[src/rtl/pwrseq_request_ctrl_if.sv]
`default_nettype none
// ============================================================================
// Module   : pwrseq_request_ctrl_if
// Brief    : Request sources and sequencer command/status for the power-request
//            controller.
// Revision : 1.0
// ============================================================================
interface pwrseq_request_ctrl_if;
   logic       sys_sw_in_n;
   logic       wake_n;
   logic       xr_ps_en;
   logic       pch_thermtrip_n;
   logic       cpu_reboot;
   logic       cpu_power_off;
   logic       seq_steady;
   logic       seq_off;
   logic       any_lim_recov_fault;
   logic       any_non_recov_fault;
   logic       turn_system_on;
   logic       force_pwrbtn_n;
   logic       cpld_latch_sys_off;
   logic [3:0] retry_cnt;
   logic [2:0] ctrl_state;

   modport master (
      output sys_sw_in_n, wake_n, xr_ps_en, pch_thermtrip_n, cpu_reboot,
             cpu_power_off, seq_steady, seq_off, any_lim_recov_fault,
             any_non_recov_fault,
      input  turn_system_on, force_pwrbtn_n, cpld_latch_sys_off, retry_cnt,
             ctrl_state
   );

   modport slave (
      input  sys_sw_in_n, wake_n, xr_ps_en, pch_thermtrip_n, cpu_reboot,
             cpu_power_off, seq_steady, seq_off, any_lim_recov_fault,
             any_non_recov_fault,
      output turn_system_on, force_pwrbtn_n, cpld_latch_sys_off, retry_cnt,
             ctrl_state
   );
endinterface
`default_nettype wire

[src/rtl/pwrseq_request_ctrl.sv]
`default_nettype none
// ============================================================================
// Module   : pwrseq_request_ctrl
// Brief    : Arbitrates power requests into turn_system_on; schedules reboot
//            off-time, limited-recovery retries and fault latch-off.
// Revision : 1.0
// ============================================================================
module pwrseq_request_ctrl #(
   parameter int BTN_DEBOUNCE_TICKS = 40,
   parameter int BTN_OVERRIDE_TICKS = 8,
   parameter int REBOOT_OFF_TICKS   = 4,
   parameter int RETRY_WAIT_TICKS   = 2,
   parameter int MAX_RETRY          = 2
) (
   input  wire logic           clk,
   input  wire logic           reset,
   input  wire logic           t512us,
   input  wire logic           t512ms,
   pwrseq_request_ctrl_if.slave bus
);

   localparam int c_NSYNC   = 10;
   localparam int c_DB_W    = $clog2(BTN_DEBOUNCE_TICKS + 1);
   localparam int c_LP_W    = $clog2(BTN_OVERRIDE_TICKS + 1);
   localparam int c_TMR_MAX = (REBOOT_OFF_TICKS > RETRY_WAIT_TICKS) ?
                              REBOOT_OFF_TICKS : RETRY_WAIT_TICKS;
   localparam int c_TMR_W   = $clog2(c_TMR_MAX + 1);
   // Synchronizers idle at the inactive level of each source
   localparam logic [c_NSYNC-1:0] c_SYNC_RST = 10'b00_0010_1011;

   typedef enum logic [2:0] {
      S_IDLE_OFF   = 3'd0,
      S_ON_REQ     = 3'd1,
      S_ON         = 3'd2,
      S_OFF_REQ    = 3'd3,
      S_CYCLE_WAIT = 3'd4,
      S_RETRY_WAIT = 3'd5,
      S_LATCH_OFF  = 3'd6
   } state_t;

   logic [c_NSYNC-1:0] w_async_in;
   logic [c_NSYNC-1:0] r_sync1;
   logic [c_NSYNC-1:0] r_sync2;

   assign w_async_in = {bus.any_non_recov_fault, bus.any_lim_recov_fault,
                        bus.seq_off, bus.seq_steady, bus.cpu_power_off,
                        bus.cpu_reboot, bus.pch_thermtrip_n, bus.xr_ps_en,
                        bus.wake_n, bus.sys_sw_in_n};

   always_ff @(posedge clk or posedge reset) begin
      if (reset) begin
         r_sync1 <= c_SYNC_RST;
         r_sync2 <= c_SYNC_RST;
      end else begin
         r_sync1 <= w_async_in;
         r_sync2 <= r_sync1;
      end
   end

   logic w_btn_n, w_wake_n, w_xr_ps_en, w_therm_n, w_reboot, w_pwr_off_n;
   logic w_seq_steady, w_seq_off, w_lim_fault, w_non_fault;

   assign {w_non_fault, w_lim_fault, w_seq_off, w_seq_steady, w_pwr_off_n,
           w_reboot, w_therm_n, w_xr_ps_en, w_wake_n, w_btn_n} = r_sync2;

   logic              r_btn_db;
   logic [c_DB_W-1:0] r_db_cnt;
   logic              r_btn_press;
   logic [c_LP_W-1:0] r_lp_cnt;
   logic              r_btn_long;
   logic              r_reboot_d;
   logic              w_reboot_evt;

   always_ff @(posedge clk or posedge reset) begin
      if (reset) begin
         r_btn_db    <= 1'b1;
         r_db_cnt    <= '0;
         r_btn_press <= 1'b0;
      end else begin
         r_btn_press <= 1'b0;
         if (t512us) begin
            if (w_btn_n != r_btn_db) begin
               if (r_db_cnt == c_DB_W'(BTN_DEBOUNCE_TICKS - 1)) begin
                  r_btn_db    <= w_btn_n;
                  r_db_cnt    <= '0;
                  r_btn_press <= ~w_btn_n;
               end else begin
                  r_db_cnt <= r_db_cnt + c_DB_W'(1);
               end
            end else begin
               r_db_cnt <= '0;
            end
         end
      end
   end

   // Counter saturates at the override value so btn_long fires once per press
   always_ff @(posedge clk or posedge reset) begin
      if (reset) begin
         r_lp_cnt   <= '0;
         r_btn_long <= 1'b0;
         r_reboot_d <= 1'b0;
      end else begin
         r_btn_long <= 1'b0;
         r_reboot_d <= w_reboot;
         if (r_btn_db) begin
            r_lp_cnt <= '0;
         end else if (t512ms && (r_lp_cnt != c_LP_W'(BTN_OVERRIDE_TICKS))) begin
            r_lp_cnt <= r_lp_cnt + c_LP_W'(1);
            if (r_lp_cnt == c_LP_W'(BTN_OVERRIDE_TICKS - 1)) begin
               r_btn_long <= 1'b1;
            end
         end
      end
   end

   assign w_reboot_evt = w_reboot & ~r_reboot_d;

   state_t             r_state, w_state_nxt;
   logic [3:0]         r_retry, w_retry_nxt;
   logic               r_cycle, w_cycle_nxt;
   logic [c_TMR_W-1:0] r_tmr, w_tmr_nxt;
   logic               r_turn_on, r_force_n, r_latch_off;

   always_ff @(posedge clk or posedge reset) begin
      if (reset) begin
         r_state     <= S_IDLE_OFF;
         r_retry     <= '0;
         r_cycle     <= 1'b0;
         r_tmr       <= '0;
         r_turn_on   <= 1'b0;
         r_force_n   <= 1'b1;
         r_latch_off <= 1'b0;
      end else begin
         r_state     <= w_state_nxt;
         r_retry     <= w_retry_nxt;
         r_cycle     <= w_cycle_nxt;
         r_tmr       <= w_tmr_nxt;
         r_turn_on   <= (w_state_nxt == S_ON_REQ) || (w_state_nxt == S_ON);
         r_force_n   <= (w_state_nxt != S_LATCH_OFF);
         r_latch_off <= (w_state_nxt == S_LATCH_OFF);
      end
   end

   always_comb begin
      w_state_nxt = r_state;
      w_retry_nxt = r_retry;
      w_cycle_nxt = r_cycle;
      w_tmr_nxt   = r_tmr;

      case (r_state)
         S_IDLE_OFF: begin
            if (w_xr_ps_en && w_seq_off && (r_btn_press || !w_wake_n)) begin
               w_state_nxt = S_ON_REQ;
            end
         end
         S_ON_REQ, S_ON, S_OFF_REQ: begin
            if (w_non_fault) begin
               w_state_nxt = S_LATCH_OFF;
            end else if (w_lim_fault) begin
               if (r_retry < 4'(MAX_RETRY)) begin
                  w_state_nxt = S_RETRY_WAIT;
                  if (r_retry != 4'd15) begin
                     w_retry_nxt = r_retry + 4'd1;
                  end
               end else begin
                  w_state_nxt = S_LATCH_OFF;
               end
            end else begin
               case (r_state)
                  S_ON_REQ: begin
                     if (w_seq_steady) begin
                        w_state_nxt = S_ON;
                     end else if (!w_xr_ps_en) begin
                        w_state_nxt = S_OFF_REQ;
                        w_cycle_nxt = 1'b0;
                     end
                  end
                  S_ON: begin
                     // A short press in ON belongs to the PCH, not to us
                     if (!w_therm_n || !w_pwr_off_n || r_btn_long || !w_xr_ps_en) begin
                        w_state_nxt = S_OFF_REQ;
                        w_cycle_nxt = 1'b0;
                     end else if (w_reboot_evt) begin
                        w_state_nxt = S_OFF_REQ;
                        w_cycle_nxt = 1'b1;
                     end
                  end
                  default: begin
                     if (w_seq_off) begin
                        if (r_cycle) begin
                           w_state_nxt = S_CYCLE_WAIT;
                        end else begin
                           w_state_nxt = S_IDLE_OFF;
                           w_retry_nxt = '0;
                        end
                     end
                  end
               endcase
            end
         end
         S_CYCLE_WAIT: begin
            if (r_tmr >= c_TMR_W'(REBOOT_OFF_TICKS)) begin
               w_state_nxt = S_ON_REQ;
               w_cycle_nxt = 1'b0;
            end else if (t512ms) begin
               w_tmr_nxt = r_tmr + c_TMR_W'(1);
            end
         end
         S_RETRY_WAIT: begin
            if (r_tmr >= c_TMR_W'(RETRY_WAIT_TICKS)) begin
               w_state_nxt = w_xr_ps_en ? S_ON_REQ : S_IDLE_OFF;
            end else if (t512ms && w_seq_off) begin
               w_tmr_nxt = r_tmr + c_TMR_W'(1);
            end
         end
         S_LATCH_OFF: begin
            if (r_btn_press && w_seq_off && !w_non_fault && !w_lim_fault) begin
               w_state_nxt = S_IDLE_OFF;
               w_retry_nxt = '0;
            end
         end
         default: begin
            w_state_nxt = S_IDLE_OFF;
         end
      endcase

      if (w_state_nxt != r_state) begin
         w_tmr_nxt = '0;
      end
   end

   assign bus.turn_system_on     = r_turn_on;
   assign bus.force_pwrbtn_n     = r_force_n;
   assign bus.cpld_latch_sys_off = r_latch_off;
   assign bus.retry_cnt          = r_retry;
   assign bus.ctrl_state         = r_state;

endmodule
`default_nettype wire
[src/flat_wrapper.sv]
// flat-port wrapper written by rule: the top's interface ports become plain ports
module pwrseq_request_ctrl_flat 
#(
   parameter int BTN_DEBOUNCE_TICKS = 40,
   parameter int BTN_OVERRIDE_TICKS = 8,
   parameter int REBOOT_OFF_TICKS   = 4,
   parameter int RETRY_WAIT_TICKS   = 2,
   parameter int MAX_RETRY          = 2
)
  (clk, reset, t512us, t512ms, bus_sys_sw_in_n, bus_wake_n, bus_xr_ps_en, bus_pch_thermtrip_n, bus_cpu_reboot, bus_cpu_power_off, bus_seq_steady, bus_seq_off, bus_any_lim_recov_fault, bus_any_non_recov_fault, bus_turn_system_on, bus_force_pwrbtn_n, bus_cpld_latch_sys_off, bus_retry_cnt, bus_ctrl_state);
  pwrseq_request_ctrl_if bus_i ();
  input  wire logic clk;
  input  wire logic reset;
  input  wire logic t512us;
  input  wire logic t512ms;
  input wire logic [$bits(bus_i.sys_sw_in_n)-1:0] bus_sys_sw_in_n;
  input wire logic [$bits(bus_i.wake_n)-1:0] bus_wake_n;
  input wire logic [$bits(bus_i.xr_ps_en)-1:0] bus_xr_ps_en;
  input wire logic [$bits(bus_i.pch_thermtrip_n)-1:0] bus_pch_thermtrip_n;
  input wire logic [$bits(bus_i.cpu_reboot)-1:0] bus_cpu_reboot;
  input wire logic [$bits(bus_i.cpu_power_off)-1:0] bus_cpu_power_off;
  input wire logic [$bits(bus_i.seq_steady)-1:0] bus_seq_steady;
  input wire logic [$bits(bus_i.seq_off)-1:0] bus_seq_off;
  input wire logic [$bits(bus_i.any_lim_recov_fault)-1:0] bus_any_lim_recov_fault;
  input wire logic [$bits(bus_i.any_non_recov_fault)-1:0] bus_any_non_recov_fault;
  output wire logic [$bits(bus_i.turn_system_on)-1:0] bus_turn_system_on;
  output wire logic [$bits(bus_i.force_pwrbtn_n)-1:0] bus_force_pwrbtn_n;
  output wire logic [$bits(bus_i.cpld_latch_sys_off)-1:0] bus_cpld_latch_sys_off;
  output wire logic [$bits(bus_i.retry_cnt)-1:0] bus_retry_cnt;
  output wire logic [$bits(bus_i.ctrl_state)-1:0] bus_ctrl_state;
  assign bus_i.sys_sw_in_n = bus_sys_sw_in_n;
  assign bus_i.wake_n = bus_wake_n;
  assign bus_i.xr_ps_en = bus_xr_ps_en;
  assign bus_i.pch_thermtrip_n = bus_pch_thermtrip_n;
  assign bus_i.cpu_reboot = bus_cpu_reboot;
  assign bus_i.cpu_power_off = bus_cpu_power_off;
  assign bus_i.seq_steady = bus_seq_steady;
  assign bus_i.seq_off = bus_seq_off;
  assign bus_i.any_lim_recov_fault = bus_any_lim_recov_fault;
  assign bus_i.any_non_recov_fault = bus_any_non_recov_fault;
  assign bus_turn_system_on = bus_i.turn_system_on;
  assign bus_force_pwrbtn_n = bus_i.force_pwrbtn_n;
  assign bus_cpld_latch_sys_off = bus_i.cpld_latch_sys_off;
  assign bus_retry_cnt = bus_i.retry_cnt;
  assign bus_ctrl_state = bus_i.ctrl_state;
  pwrseq_request_ctrl #(.BTN_DEBOUNCE_TICKS(BTN_DEBOUNCE_TICKS), .BTN_OVERRIDE_TICKS(BTN_OVERRIDE_TICKS), .REBOOT_OFF_TICKS(REBOOT_OFF_TICKS), .RETRY_WAIT_TICKS(RETRY_WAIT_TICKS), .MAX_RETRY(MAX_RETRY)) u_core (.clk(clk), .reset(reset), .t512us(t512us), .t512ms(t512ms), .bus(bus_i));
endmodule
[config.mk]
export PLATFORM = sky130hd
export DESIGN_NAME = pwrseq_request_ctrl_flat
export DESIGN_NICKNAME = d
export VERILOG_FILES = /design/src/rtl/pwrseq_request_ctrl_if.sv /design/src/rtl/pwrseq_request_ctrl.sv /design/src/flat_wrapper.sv
export SDC_FILE = /design/constraint.sdc
export NUM_CORES = 1
export LEC_CHECK = 0
export ABC_AREA = 1
export BUFFER_PORTS_ARGS = -buffer_cell sky130_fd_sc_hd__buf_4
export CAP_MARGIN = 25
export CORE_ASPECT_RATIO = 0.7
export CORE_MARGIN = 2
export CORE_UTILIZATION = 65
export CTS_BUF_LIST = sky130_fd_sc_hd__clkbuf_2
export CTS_CLUSTER_SIZE = 28
export DETAILED_ROUTE_END_ITERATION = 10
export PLACE_DENSITY_LB_ADDON = 0.15
export SYNTH_ARGS = -nofsm -noshare
export SYNTH_HDL_FRONTEND = slang
export SYNTH_SLANG_ARGS = --single-unit
[constraint.sdc]
create_clock -name clk -period 3.6 [get_ports clk]
set_clock_uncertainty 0.05 [all_clocks]
set_input_delay 0.54 -clock clk [delete_from_list [all_inputs] [get_ports clk]]
set_output_delay 0.54 -clock clk [all_outputs]
set_load 0.05 [all_outputs]
Yosys cells after proc, flatten, opt, wreduce, memory -nomap -nowiden:

Cells that the tools add are included.

* input port bits: 14
* output and inout bits: 10
* word-level logic and storage cells: 137
* flip-flop bits (word level): 48

* equal/unequal tests: 33
* order comparisons: 3
* reductions and logical operators: 29
* add/subtract/negate cells: 4
* mux-type cells: 50
* bitwise logic cells: 3

Operators by type and width (number)
* 2-to-1 mux 3 bit: 17
* 2-to-1 mux 4 bit: 10
* inequality test 3 bit (second input constant): 7
* AND reduction 8 bit: 2
* case mux 3 bit (5 select lines): 1
* 2-to-1 mux 1 bit: 14
* == test 3 bit (second input constant): 4
* 2-to-1 mux 6 bit: 2
* case mux 3 bit (2 select lines): 2
* == test 3 x 2 -> 1 bit (second input constant): 3
* inequality test 3 x 1 -> 1 bit (second input constant): 3
* inequality test 3 x 2 -> 1 bit (second input constant): 3
* adder 4 x 1 -> 4 bit (second input constant): 2
* inequality test 4 bit (second input constant): 2
* case mux 4 bit (2 select lines): 1
* logical AND 1 bit: 7
* adder 6 x 1 -> 6 bit (second input constant): 1
* == test 3 x 1 -> 1 bit (second input constant): 2
* == test 6 bit (second input constant): 1
* logical NOT 1 bit: 6
* nonzero test 2 bit: 3
* logical OR 1 bit: 5
* AND reduction 5 bit: 1
* == test 4 x 3 -> 1 bit (second input constant): 1
* other kinds (18): 22

Longest topological paths before layout:

* depth after elaboration: 12
* depth in mapped cells: 14
* mapped depth without buffers: 13

Worst setup path after synthesis:

Ideal clock, no wire load.

* path kind: register to register
* start point: register u_core.r_state[0] (netlist: u_core.bus.ctrl_state[0])
* end point: register u_core.r_tmr[0]
* period minus slack after synthesis: 1.841 ns
* required time: 3.470 ns
* setup slack: 1.759 ns
* library setup time: 0.080 ns
* buffers on the path: 1
* arrival time: 1.710 ns
* stages on the path, launching flop included: 12
* cell sequence: dfrtp_1 -> buf_6 -> nor2_2 -> nor2_2 -> inv_2 -> nor2_2 -> nand3_1 -> nand3_1 -> nand2_1 -> a21oi_2 -> nand2_2 -> nor3_2

* word-level cells in the longest chain between the ends: 9
* elaborated cells on any way between the ends: 30
* classes of those cells: eq/ne: 11; mux: 15; reduce/logical: 4

Ends and longest elaborated chain
* start: declaration: RTL line pwrseq_request_ctrl.sv:119 `state_t r_state, w_state_nxt;`
* start signal: assignment: RTL line pwrseq_request_ctrl.sv:135 `r_state <= w_state_nxt;`
* 2-to-1 mux 3 bit (on tied branches): RTL line pwrseq_request_ctrl.sv:184, pwrseq_request_ctrl.sv:174
* 2-to-1 mux 3 bit (on tied branches): RTL line pwrseq_request_ctrl.sv:181, pwrseq_request_ctrl.sv:172
* case mux 3 bit (2 select lines): RTL line pwrseq_request_ctrl.sv:170 `case (r_state)`
* 2-to-1 mux 3 bit: RTL line pwrseq_request_ctrl.sv:160 `end else if (w_lim_fault) begin`
* 2-to-1 mux 3 bit: RTL line pwrseq_request_ctrl.sv:158 `if (w_non_fault) begin`
* case mux 3 bit (5 select lines): RTL line pwrseq_request_ctrl.sv:151 `case (r_state)`
* inequality test 3 bit: RTL line pwrseq_request_ctrl.sv:228 `if (w_state_nxt != r_state) begin`
* inequality test 3 bit (no line) (tied with other cells)
* AND reduction 5 bit (no line)
* end signal: assignment: RTL line pwrseq_request_ctrl.sv:138 `r_tmr <= w_tmr_nxt;`
* end: declaration: RTL line pwrseq_request_ctrl.sv:122 `logic [c_TMR_W-1:0] r_tmr, w_tmr_nxt;`

Several ways; a longest one is shown, not always the timed one.
A chain may end at the register's enable or synchronous reset.

Final worst setup path:

* start point: register u_core.r_state[0] (netlist: u_core.bus.ctrl_state[0])
* end point: output bus_ctrl_state[0]

RTL lines
* end: declaration: RTL line flat_wrapper.sv:30 `output wire logic [$bits(bus_i.ctrl_state)-1:0] bus_ctrl_state;`

No word-level cell between the ends.

==> impl_results.md <==
- CP max-delay cell: dfrtp_1
- GRT Total Usage: 23.5%
- FMAX: ~0.54 GHz
- WP buf/inv: 1
- Vias in the first global route: about 1500
- Num CTS Buffers: 5
- Initial Utilization: around 69%
- Worst-path fanout max: 9
- Placed insts: 303
- Vias/cell: about 5.4
- Worst-path cell chain: buf_4
- Routed length per instance: 13.0 um
- Max-slew headroom: 75.7%
- Area of the die: 3840 sq um
- Number of port buffers: 23
- FFs w/ async S/R, synth: 100%
- Cells after Synth: 243
- Status: finished clean
- Sw power: just over 0.7 mW
- CP max stage delay: 0.60 ns
- Hold Path Class: in2reg
- Leakage dissipation: 1.23 nW
- Hold Violations, Final: 0
- Share of power burned in registers: 41.8%
- Internal Pwr Total: around 0.95 mW
- Startpoint Class: flip-flop
- Layout cells sized above 1: 22.5%
- CP Class: reg2out
- # setup viols final: 0
- Fill count: 210
- CP top delay family: flip-flops
- Core box area: approximately 3200 sq um
- Initial antenna violation count: 0
- Final Core Density: 78.4%
- Die X: between 70 and 80 um
- Worst-Margin Slew: 0.355 ns
- RSZ-0062 raised after global routing: false
- Site row count: 17
- P per Cell Area: 674 nW/um^2
- Ratio of final minimum period to clock period: 51.8%
- Most common cell after layout, fill and taps aside: nand2_1
- Max-slew violations: 0
- Worst skew pair latency: around 0.41 ns
- # DRC: 0
- Max Cap Viol: 0
- Maximum root-to-sink buffer count: 2
- Post-route ant nets: 0
- Mapped Nets: 262
- CTS tree: yes
- Synth top area cells: dfrtp_1 44%, dfstp_2 12%, nand2_1 8.3%
- Library cells used by synthesis: 29
- Min Tclk post-route: between 1.5 and 2 ns
- Area growth syn-to-layout: 14.1%
- Most frequent cells in the layout: 48 x nand2_1, 38 x dfrtp_1, 32 x inv_1, 25 x nor2_1, 23 x buf_4
- Layout Cells excl Fill: ~310
- H-tree Lvls: 2
- # IOs: 24
- GP Congestion: 0.925
- Flops & latches, synth: 48
- Post-synthesis cell area: roughly 2200 sq um
- GR Overflow Total: 0
- Number of synthesized flops with an enable pin: 0
- Peak VDD IR: about 400 uV
- Top FF cell, synth: dfrtp_1
- Critical Path RT: 3.01 ns
- HPWL after detailed placement: approximately 3000 um
- Top cell type's share of synthesized area: 43.6%
- Setup Total Neg Slack: 0 ns
- DR vias: approximately 1700
- CP endpoint kind: primary output
- Sequential-to-total area share from yosys stat: around 56%
- Switching share of power: between 40% and 50%
- First-pass GRT wire length: 6640 um
- Largest net degree at the start of global routing: a little under 50
- Yosys warns: 0
- Clk root buf: clkbuf_2
- Total setup buffers inserted after CTS: 0
- Clock sinks: 48
- Clock transition at the registers of the reported paths: 0.24 ns
- Drt pass-1 iters: 4
- Comb pwr share: between 40 and 50%
- Iter 0 DRT Violations: between 90 and 100
- Die height: 52.5 um
- Final Net Count: 293
- Arrival time at the worst endpoint: 1.28 ns
- Mapped Avg Cell Area: approximately 9.0 sq um
- Cell accounting for the most synthesized area: dfrtp_1
- Clock power share: 16.8%
- Routed wire length: about 4000 um
- # diodes: 0
-- power by group through the flow --
stage / clock network [mW] / registers (mW) / logic [mW]
floorplan: 0 / 0.823 / 0.394
global placement: 0 / 0.705 / 0.663
detailed placement: 0 / 0.707 / 0.686
CTS: 0.291 / 0.699 / 0.689
global route: 0.315 / 0.710 / 0.758
finish: 0.282 / 0.700 / 0.695
-- flip-flops by register name (all words and copies together), names as in the netlist --
name,flops
u_core.bus.cpld_latch_sys_off,1
u_core.bus.force_pwrbtn_n,1
u_core.r_btn_press,1
u_core.bus.ctrl_state,3
u_core.r_tmr,3
u_core.r_reboot_d,1
u_core.r_btn_long,1
u_core.r_sync2,10
u_core.bus.retry_cnt,4
u_core.r_btn_db,1
u_core.r_cycle,1
u_core.r_sync1,10
u_core.r_lp_cnt,4
u_core.bus.turn_system_on,1
u_core.r_db_cnt,6
-- stage by stage --
stage               area [sq um]  power (mW)  setup slack [ns]  hold slack (ns)
floorplan                   2180        1.22              1.76            0.281
global placement            2390        1.37              1.87            0.282
detailed placement          2390        1.39              1.82            0.286
CTS                         2460        1.68              1.71            0.131
global route                2490        1.78              1.59           0.0853
finish                      2490        1.68              1.73            0.159
-- routing by layer --
layer  GRT usage (%)  vias up  routed length [um]
met1            34.7      764                1940
met3            5.96        5                 322
li1                -      844                   -
met4            7.41        0                  23
met5               0        -                   0
met2            34.2       67                1780
-- cell type report --
class	instances	area [sq um]	share of cell area [%]
Timing Repair Buffer	25	203	8.15
Tap cell	38	47.5	1.91
Clock buffer	5	25.0	1.01
Inverter	38	143	5.74
Clock inverter	3	42.5	1.71
Multi-Input combinational cell	156	812	32.7
Sequential cell	48	1210	48.8
-- what timing repair did --
action                    in CTS  in global routing
gates resized for setup        0                  0
hold buffers                   0                  1
hold endpoints to repair       0                  2
-- cell families (layout without fill, tap and decap cells) --
| family | Yosys count | in the layout | synth area share, % |
|---|---|---|---|
| AO/OA/AOI/OAI | 33 | 33 | 8.96 |
| XOR/XNOR | 2 | 2 | 0.804 |
| adder cells (fa/ha/maj) | 5 | 5 | 2.87 |
| buffers and inverters | 39 | 71 | 7.06 |
| flip-flops | 48 | 48 | 55.7 |
| AND/OR/NAND/NOR | 116 | 116 | 24.6 |
-- final timing paths --
| kind | from | end | slack [ns] | cells past startpoint |
|---|---|---|---|---|
| setup / recovery | u_core.bus.ctrl_state[0] | bus_ctrl_state[0] | 1.73 | 1 |
| hold / removal | bus_any_lim_recov_fault | u_core.r_sync1[8] | 0.16 | 1 |
| setup reg to reg | u_core.bus.ctrl_state[1] | u_core.r_tmr[0] | 1.73 | 13 |
| hold reg to reg | u_core.r_sync1[0] | u_core.r_sync2[0] | 0.32 | 0 |
| max in group asynchronous | reset | u_core.r_sync1[0] | 2.53 | 4 |
| min in group asynchronous | reset | u_core.r_sync1[7] | 0.49 | 3 |
-- Yosys cell counts, types with 3 or more instances --
| cell | count |
|---|---|
| nand3_1 | 20 |
| nor3_1 | 5 |
| o21ai_0 | 10 |
| o21ai_1 | 5 |
| nor2_2 | 3 |
| nor3_2 | 4 |
| a21oi_1 | 9 |
| dfstp_2 | 10 |
| dfrtp_1 | 38 |
| ha_1 | 5 |
| inv_1 | 33 |
| nor2_1 | 25 |
| nand2_2 | 4 |
| nand2_1 | 48 |
| inv_2 | 5 |
| o31ai_1 | 3 |
(Power assumes the default switching activity.)
